File: src/rtl/hb_decim2.sv
// 11-tap halfband low-pass, decimate-by-2, using one time-multiplexed MAC.
// Sits after the CIC decimator; emits one rounded, saturated sample per two accepted inputs.
module hb_decim2 #(
  parameter int                 DW = 16,
  parameter logic signed [15:0] C0 = 16'sd302,
  parameter logic signed [15:0] C1 = -16'sd2090,
  parameter logic signed [15:0] C2 = 16'sd9980,
  parameter logic signed [15:0] CC = 16'sd16384
) (
  input  logic                 clk,
  input  logic                 rst,
  input  logic signed [DW-1:0] din,
  input  logic                 din_valid,
  output logic signed [DW-1:0] dout,
  output logic                 dout_valid,
  output logic                 overrun
);

  localparam int TAPS = 11;
  localparam int CW   = 16;
  localparam int SW   = DW + 1;
  localparam int PW   = SW + CW;
  localparam int AW   = PW + 3;
  localparam int FRAC = 15;

  localparam logic signed [AW-1:0] RND     = AW'(2 ** (FRAC - 1));
  localparam logic signed [AW-1:0] OUT_MAX = AW'(2 ** (DW - 1) - 1);
  localparam logic signed [AW-1:0] OUT_MIN = -OUT_MAX - AW'(1);

  typedef enum logic [2:0] {S_IDLE, S_P0, S_P1, S_P2, S_OUT} state_e;

  state_e               state_q, state_d;
  logic                 start_q, start_d;
  logic                 phase_q, phase_d;
  logic                 overrun_q, overrun_d;
  logic                 dout_valid_q, dout_valid_d;
  logic signed [DW-1:0] dout_q, dout_d;
  logic signed [AW-1:0] acc_q, acc_d;
  logic signed [DW-1:0] x_q [TAPS];

  logic                 ready;
  logic                 accept;
  logic signed [SW-1:0] opa;
  logic signed [CW-1:0] coef;
  logic signed [PW-1:0] prod;
  logic signed [AW-1:0] prod_ext;
  logic signed [AW-1:0] acc_fin;
  logic signed [AW-1:0] rounded;
  logic signed [AW-1:0] shifted;
  logic signed [DW-1:0] sat_val;

  function automatic logic signed [SW-1:0] pair_sum(input logic signed [DW-1:0] a,
                                                    input logic signed [DW-1:0] b);
    return $signed({a[DW-1], a}) + $signed({b[DW-1], b});
  endfunction

  // start_q covers the cycle between the trigger edge and entry into P0, so the
  // block is busy for four edges; OUT already accepts, as the FSM is leaving.
  assign ready  = ((state_q == S_IDLE) && !start_q) || (state_q == S_OUT);
  assign accept = din_valid && ready;

  always_comb begin
    opa  = '0;
    coef = '0;
    case (state_q)
      S_P0:    begin opa = pair_sum(x_q[0], x_q[10]); coef = C0; end
      S_P1:    begin opa = pair_sum(x_q[2], x_q[8]);  coef = C1; end
      S_P2:    begin opa = pair_sum(x_q[4], x_q[6]);  coef = C2; end
      S_OUT:   begin opa = $signed({x_q[5][DW-1], x_q[5]}); coef = CC; end
      default: ;
    endcase
  end

  assign prod     = opa * coef;
  assign prod_ext = $signed({{(AW-PW){prod[PW-1]}}, prod});
  assign acc_fin  = acc_q + prod_ext;
  assign rounded  = acc_fin + RND;
  assign shifted  = rounded >>> FRAC;

  always_comb begin
    if (shifted > OUT_MAX)      sat_val = OUT_MAX[DW-1:0];
    else if (shifted < OUT_MIN) sat_val = OUT_MIN[DW-1:0];
    else                        sat_val = shifted[DW-1:0];
  end

  // NOTE: every next-state signal takes its hold value first, so no path can
  // leave one unassigned and infer a latch.
  always_comb begin
    state_d      = state_q;
    start_d      = 1'b0;
    phase_d      = phase_q;
    overrun_d    = overrun_q;
    acc_d        = acc_q;
    dout_d       = dout_q;
    dout_valid_d = 1'b0;

    if (din_valid && !ready) overrun_d = 1'b1;
    if (accept) begin
      phase_d = ~phase_q;
      start_d = phase_q;
    end

    case (state_q)
      S_IDLE: if (start_q) state_d = S_P0;
      S_P0: begin
        acc_d   = prod_ext;
        state_d = S_P1;
      end
      S_P1: begin
        acc_d   = acc_fin;
        state_d = S_P2;
      end
      S_P2: begin
        acc_d   = acc_fin;
        state_d = S_OUT;
      end
      S_OUT: begin
        acc_d        = acc_fin;
        dout_d       = sat_val;
        dout_valid_d = 1'b1;
        state_d      = S_IDLE;
      end
      default: state_d = S_IDLE;
    endcase
  end

  // NOTE: sequential state uses non-blocking assignments so all registers
  // update from the same pre-edge values.
  always_ff @(posedge clk) begin
    if (rst) begin
      state_q      <= S_IDLE;
      start_q      <= 1'b0;
      phase_q      <= 1'b0;
      overrun_q    <= 1'b0;
      acc_q        <= '0;
      dout_q       <= '0;
      dout_valid_q <= 1'b0;
    end else begin
      state_q      <= state_d;
      start_q      <= start_d;
      phase_q      <= phase_d;
      overrun_q    <= overrun_d;
      acc_q        <= acc_d;
      dout_q       <= dout_d;
      dout_valid_q <= dout_valid_d;
    end
  end

  // NOTE: the delay line is cleared on reset so the first outputs after reset
  // are the filter's response to zero history, not to stale samples.
  always_ff @(posedge clk) begin
    if (rst) begin
      for (int i = 0; i < TAPS; i++) x_q[i] <= '0;
    end else if (accept) begin
      x_q[0] <= din;
      for (int i = 1; i < TAPS; i++) x_q[i] <= x_q[i-1];
    end
  end

  assign dout       = dout_q;
  assign dout_valid = dout_valid_q;
  assign overrun    = overrun_q;

endmodule
File: config.mk
export PLATFORM = sky130hd
export DESIGN_NAME = hb_decim2
export DESIGN_NICKNAME = d
export VERILOG_FILES = /design/src/rtl/hb_decim2.sv
export SDC_FILE = /design/constraint.sdc
export NUM_CORES = 1
export LEC_CHECK = 0
export CAP_MARGIN = 40
export CORE_ASPECT_RATIO = 1.25
export CORE_MARGIN = 4
export CORE_UTILIZATION = 44
export DETAILED_ROUTE_END_ITERATION = 12
export GPL_TIMING_DRIVEN = 0
export PLACE_DENSITY = 0.6
export SLEW_MARGIN = 20
export SYNTH_ARGS = -nofsm -noshare
export SYNTH_HDL_FRONTEND = slang
export SYNTH_SLANG_ARGS = --single-unit
export TNS_END_PERCENT = 1
File: constraint.sdc
create_clock -name clk -period 16.4 [get_ports clk]
set_input_delay 2.46 -clock clk [delete_from_list [all_inputs] [get_ports clk]]
set_output_delay 2.46 -clock clk [all_outputs]
set_load 0.05 [all_outputs]
==> results by group, run 1 <==
STA
  • RSZ-0062 raised after global routing: false
  • Maximum clock rate: 72.9 MHz
  • Period utilization: 0.837
  • Worst-Margin Slew: 0.979 ns
  • Final clock skew: 0.0298 ns
  • # setup viols final: 0
  • Slew headroom: 0.347
  • Setup_tns: 0 ns
  • Fin. Hold Viols: 0
  • Slew Limit Fails: 0
  • Min Tclk post-route: 13.73 ns
  • Fin Hold WS: 0.460 ns

Drt
  • Iter 0 DRT Violations: 890
  • Vias: 16300
  • DRT Pass-1 Iters: 5
  • Wire per inst: 19.9 um
  • Vias/cell: 5.45
  • ANT nets after route: 0
  • Final wirelength: 59.8 mm
  • DRC viols: 0

Power and ir drop
  • NetSw: 1.13 mW
  • Comb pwr share: 0.492
  • Power, Total: 2.73 mW
  • Power density over the cells: 111 nW/um^2
  • Seq pwr share: 0.270
  • Switching Share: 0.414
  • Clock network power share: 0.239
  • Int Power: 1.60 mW
  • VDD IR-drop max: 0.0998 mV
  • Pleak: 11.5 nW

CTS
  • Postcts setup bufs: 0
  • TritonCTS Buffers: 28
  • CTS resizes: 0
  • Clock transition at the registers of the reported paths: 0.06 ns
  • CTS hold repair buffers: 0
  • CTS tree: built
  • CTS root buffer: clkbuf_16
  • Clk_lat worst skew: 0.59 ns
  • CTS sink cnt: 234
  • Bufs on Longest Clock Path: 3
  • H-tree Lvls: 1

Synth
  • Synth async-reset ratio: 0
  • Primary FF master, synth: edfxtp_1
  • Syn nets: 2688
  • Warnings from Yosys: 0
  • Sequential area share after synthesis: 0.289
  • Yosys cell types: 86
  • Post-synth EDFFs: 176
  • Mean Syn Cell Area: 9.90 um^2
  • Syn Std Cell Area: 22300 um^2
  • Seq cells post-synth: 234
  • Synth Instances: 2250

Final layout
  • Fin util: 0.493
  • Antenna fix cells: 0
  • Fin area: 24500 um^2
  • # fillers: 4648
  • Most common cell after layout, fill and taps aside: inv_1
  • Layout area overhead: 10.1%
  • Most frequent cells in the layout: inv_1 (311), fa_1 (221), ha_1 (198), edfxtp_1 (176), and2_1 (174)
  • Layout cell share with drive strength beyond 1: 0.0443
  • Final nets: 2764

Global route
  • Global route total overflow: 0
  • Largest net degree at the start of global routing: 61
  • Vias in the first global route: 17400
  • Total routing usage reported by global routing: 0.220
  • Global-route wire length before repair: 94.6 mm
  • Initial antenna violation count: 0

Worst setup path
  • Top cell by count, worst path: fa_1
  • Crit path kind: register to register
  • Crit start category: register
  • Crit path DAT: 14.17 ns
  • Slowest stage cell, crit path: a221oi_1
  • Largest fanout on the critical path: 10
  • CP Capture Type: register
  • CP peak stage delay: 0.78 ns
  • Crit path required time: 16.85 ns

Place
  • GPL Wtd Cong: 0.955
  • Dpl hpwl: 49.6 mm
  • Cell Area, Placed: 23600 um^2
  • Number of port buffers: 35

Flow run
  • Max-Cap Viols: 0

Floorplanning
  • Die X-Extent: 209 um
  • Die Ht: 260 um
  • Die area: 54300 um^2
  • Core ar.: 49800 um^2
  • Top Ports: 37
  • Starting Density: 0.448
  • Row count: 91

Worst hold path
  • Worst Hold Class: register to register

Outcome
  • Status: complete, no violations
## stage by stage
step	cells	setup slack [ns]
after global placement	2936	2.82
after global routing	2998	2.14
final	2998	2.67
after detailed placement	2944	2.85
after CTS	2995	2.80
after floorplan	2250	5.09
## synth_stat cells (7+ instances only)
master / count / area (um^2)
ha_1: 198 / 2480
fa_1: 221 / 4420
a311oi_1: 17 / 149
and2_1: 174 / 1090
o21ai_0: 59 / 295
or2_2: 10 / 62.6
nor2b_1: 33 / 206
o21a_1: 13 / 97.6
o31ai_1: 7 / 52.6
nand2_1: 142 / 533
o211ai_1: 15 / 113
nand3_1: 31 / 155
a21oi_1: 123 / 616
and4_1: 9 / 78.8
nand2b_1: 20 / 125
a221o_1: 15 / 150
dfxtp_1: 58 / 1160
a211oi_1: 30 / 225
or3_1: 8 / 50.1
nor2_1: 153 / 574
xnor2_1: 87 / 762
and3_1: 19 / 119
xor2_1: 32 / 280
inv_1: 311 / 1170
a21o_1: 46 / 345
clkbuf_1: 55 / 206
nor3_1: 46 / 230
edfxtp_1: 176 / 5290
a31oi_1: 9 / 56.3
## sequential cells by signal, indices dropped and copies added, names as in the netlist
signal      cells
acc_q          35
dout           16
dout_valid      1
overrun         1
phase_q         1
start_q         1
state_q         3
x_q           176
## metal layers
layer | global-route usage | share of wire | vias up
li1 | - | - | 7796
met1 | 0.248 | 0.39 | 8042
met2 | 0.427 | 0.54 | 374
met3 | 0.0228 | 0.034 | 122
met4 | 0.0754 | 0.037 | 0
met5 | 0 | 0 | -
## worst max-delay path, delay by kind of cell (launching register included)
kind | cells | cell delay, ns
simple gates | 14 | 3.62
buf+inv | 7 | 0.63
flops | 1 | 0.43
compound gates | 14 | 4.40
xor+xnor | 1 | 0.23
fa+ha+maj | 10 | 4.25
## final timing paths
path,startpoint,endpoint,slack [ns],cells after the start
setup / recovery,x_q[4][0],dout[12],2.67,46
hold / removal,acc_q[18],acc_q[18],0.46,2
setup reg to reg,x_q[4][0],dout[12],2.67,46
hold reg to reg,acc_q[18],acc_q[18],0.46,2
## cells by family (layout without fill, tap and decap cells)
logic type,count (synthesis),in the layout,share of synthesized area
fa+ha+maj,419,419,0.310
mux,8,8,0.00382
simple gates,676,676,0.157
compound gates,416,416,0.127
xor+xnor,121,121,0.0485
buf+inv,376,473,0.0642
flops,234,234,0.289
## power groups by stage
stage | sequential (mW) | clock [mW] | combinational [mW]
after floorplan | 0.744 | 0 | 1.02
after global placement | 0.755 | 0 | 1.30
after detailed placement | 0.747 | 0 | 1.34
after CTS | 0.735 | 0.668 | 1.34
after global routing | 0.741 | 0.684 | 1.51
final | 0.735 | 0.651 | 1.34
## area by class of cell
class	instances	area (um^2)	area share
Multi-Input combinational cell	1640	14400	0.587
Sequential cell	234	6450	0.263
Clock buffer	31	712	0.0290
Timing Repair Buffer	46	485	0.0198
Clock inverter	20	238	0.00969
Tap cell	651	815	0.0332
Inverter	312	1170	0.0477
Buffer	64	260	0.0106
Power figures use the tool's default switching activity.
==> run 2, diff against run 1 <==
- PLACE_DENSITY: 0.6 -> 0.62
- clock period: 16.4 -> 11.07 ns (I/O delays scaled with it)
==> results by group, run 2 (synthesized netlist as in run 1, its figures left out) <==
Worst setup path
  • Flop2flop setup slack: -0.04 ns (-2.72 ns)
  • Worst path top cell family by delay: adder cells
  • Crit path DAT: 11.61 ns (-2.56 ns)
  • CP Launch Point: x_q[0][0]
  • CP bufs+invs: 9 (+2)
  • Crit start category: register
  • Crit path kind: register to register
  • Reg2reg start: x_q[0][0]
  • Slowest stage cell, crit path: fa_1
  • FF-to-FF path depth: 52 (+13%)
  • Critical Path Stages: 52 (+13%)
  • CP Capture Type: register
  • Crit path required time: 11.57 ns (-5.28 ns)
  • Top cell by count, worst path: fa_1
  • Critical R2R Capture: dout[14]
  • CP peak stage delay: 0.54 ns (-0.24 ns)
  • Largest fanout on the critical path: 5 (-5)

CTS
  • CTS sink cnt: 234 (unchanged)
  • CTS tree: built
  • TritonCTS Buffers: 27 (-3.6%)
  • Clk_lat worst skew: 0.57 ns (-0.02 ns)
  • Clock transition at the registers of the reported paths: 0.06 ns (about the same)
  • CTS root buffer: clkbuf_16
  • CTS hold repair buffers: 0 (unchanged)
  • H-tree Lvls: 1 (unchanged)
  • Bufs on Longest Clock Path: 3 (unchanged)

Final layout
  • Most common cell after layout, fill and taps aside: inv_1
  • Final nets: 2856 (+3.3%)
  • Fin util: 0.534 (+0.0411)
  • Antenna fix cells: 0 (unchanged)
  • Max FFs per register: 176 (unchanged)
  • Layout cell share with drive strength beyond 1: 0.162 (+0.118)
  • Most frequent cells in the layout: inv_1 (299), fa_1 (214), ha_1 (178), edfxtp_1 (176), and2_1 (172)
  • Most flops, register: x_q
  • Layout area overhead: 19.3%

Floorplanning
  • Die X-Extent: 209 um (unchanged)
  • Die area: 54300 um^2 (unchanged)
  • Top Ports: 37 (unchanged)
  • Core ar.: 49800 um^2 (unchanged)
  • Die Ht: 260 um (unchanged)
  • Starting Density: 0.448 (unchanged)
  • Row count: 91 (unchanged)

Global route
  • Largest net degree at the start of global routing: 56 (-8.2%)
  • Initial antenna violation count: 0 (unchanged)
  • Vias in the first global route: 18000 (+3.4%)
  • Global route total overflow: 0 (unchanged)
  • Total routing usage reported by global routing: 0.223 (+0.00366)
  • Global-route wire length before repair: 96.5 mm (+2.1%)

Worst hold path
  • Hold path start: acc_q[22]
  • Hold Crit Endpoint: acc_q[22]
  • WHS Path Cells: 2 (unchanged)
  • Worst Hold Class: register to register

STA
  • Worst-Margin Slew: 0.899 ns (-0.0798 ns)
  • Setup_tns: -0.292 ns (-0.292 ns)
  • Maximum clock rate: 90.0 MHz (+24%)
  • Fin. Hold Viols: 0 (unchanged)
  • Slew headroom: 0.398 (+0.0510)
  • Period utilization: 1.00 (+0.167)
  • Min Tclk post-route: 11.11 ns (-2.61 ns)
  • Slew Limit Fails: 0 (unchanged)
  • RSZ-0062 raised after global routing: true
  • Final clock skew: 0.0193 ns (-0.0105 ns)
  • Worst setup margin: -0.0419 ns (-2.72 ns)
  • # setup viols final: 11 (+11)

Place
  • Number of port buffers: 35 (unchanged)
  • GPL Wtd Cong: 0.964 (+0.97%)
  • Dpl hpwl: 49.0 mm (-1.3%)

Power and ir drop
  • Power, Total: 4.46 mW (+63%)
  • VDD IR-drop max: 0.113 mV (+14%)
  • Power density over the cells: 168 nW/um^2 (+51%)
  • Pleak: 12.3 nW (+6.9%)

Flow run
  • Max-Cap Viols: 0 (unchanged)

Outcome
  • Status: finished, violations left
  • Failing checks: negative setup slack

Drt
  • DRC viols: 0 (unchanged)
  • Wire per inst: 19.8 um (-0.56%)
  • Vias/cell: 5.44 (-0.17%)
  • Iter 0 DRT Violations: 888 (-0.22%)
  • Vias: 16800 (+2.9%)
  • DRT Pass-1 Iters: 5 (unchanged)
  • Final wirelength: 61.3 mm (+2.5%)
  • ANT nets after route: 0 (unchanged)
-- run 2: worst reg2reg max path: cells and delay by family, from the launching register on --
family | cells | cell delay (ns)
adder cells (fa/ha/maj) | 10 | 3.90
AO/OA/AOI/OAI | 20 | 3.83
AND/OR/NAND/NOR | 12 | 1.70
buffers and inverters | 9 | 0.91
flip-flops | 1 | 0.41
XOR/XNOR | 1 | 0.29
-- run 2: worst max path at each step --
stage	to	slack [ns]
final	dout[14]	-0.04
after floorplan	dout[10]	0.02
after detailed placement	dout[14]	-2.28
after global routing	dout[6]	-0.45
after CTS	dout[14]	-0.04
after global placement	dout[13]	-2.35
-- run 2: repair_timing --
item,4_1_cts,5_1_grt
buffers inserted,93,5
setup endpoints to repair,30,16
endpoints found under the hold margin,0,0
pin swaps,150,45
resized for setup,261,42
gates cloned,1,0
-- run 2: power by group --
part | internal [mW] | total [mW] | switching [mW]
Combinational | 1.03 | 2.43 | 1.41
Clock | 0.542 | 0.931 | 0.389
Sequential | 1.05 | 1.09 | 0.0466
-- run 2: final cells by class --
class / count / area [um^2]
Sequential cell: 234 / 6450
Fill cell: 4424 / 23200
Clock inverter: 20 / 214
Buffer: 61 / 267
Tap cell: 651 / 815
Clock buffer: 30 / 687
Multi-Input combinational cell: 1640 / 15700
Timing Repair Buffer: 142 / 1260
Inverter: 312 / 1180
-- run 2: through the flow --
| stage | area [um^2] | instances | setup WS [ns] | hold slack (ns) |
|---|---|---|---|---|
| after floorplan | 22300 | 2250 | 0.0160 | 0.436 |
| after global placement | 23500 | 2936 | -2.35 | 0.444 |
| after detailed placement | 23600 | 2943 | -2.28 | 0.452 |
| after CTS | 26400 | 3084 | -0.0427 | 0.461 |
| after global routing | 26600 | 3090 | -0.448 | 0.499 |
| final | 26600 | 3090 | -0.0419 | 0.460 |
-- run 2: layer usage --
metal,part of all wire,vias up,global-route usage
met5,0,-,0
met4,0.040,0,0.0814
met3,0.040,149,0.0241
met2,0.54,402,0.431
met1,0.38,8268,0.252
li1,-,7988,-
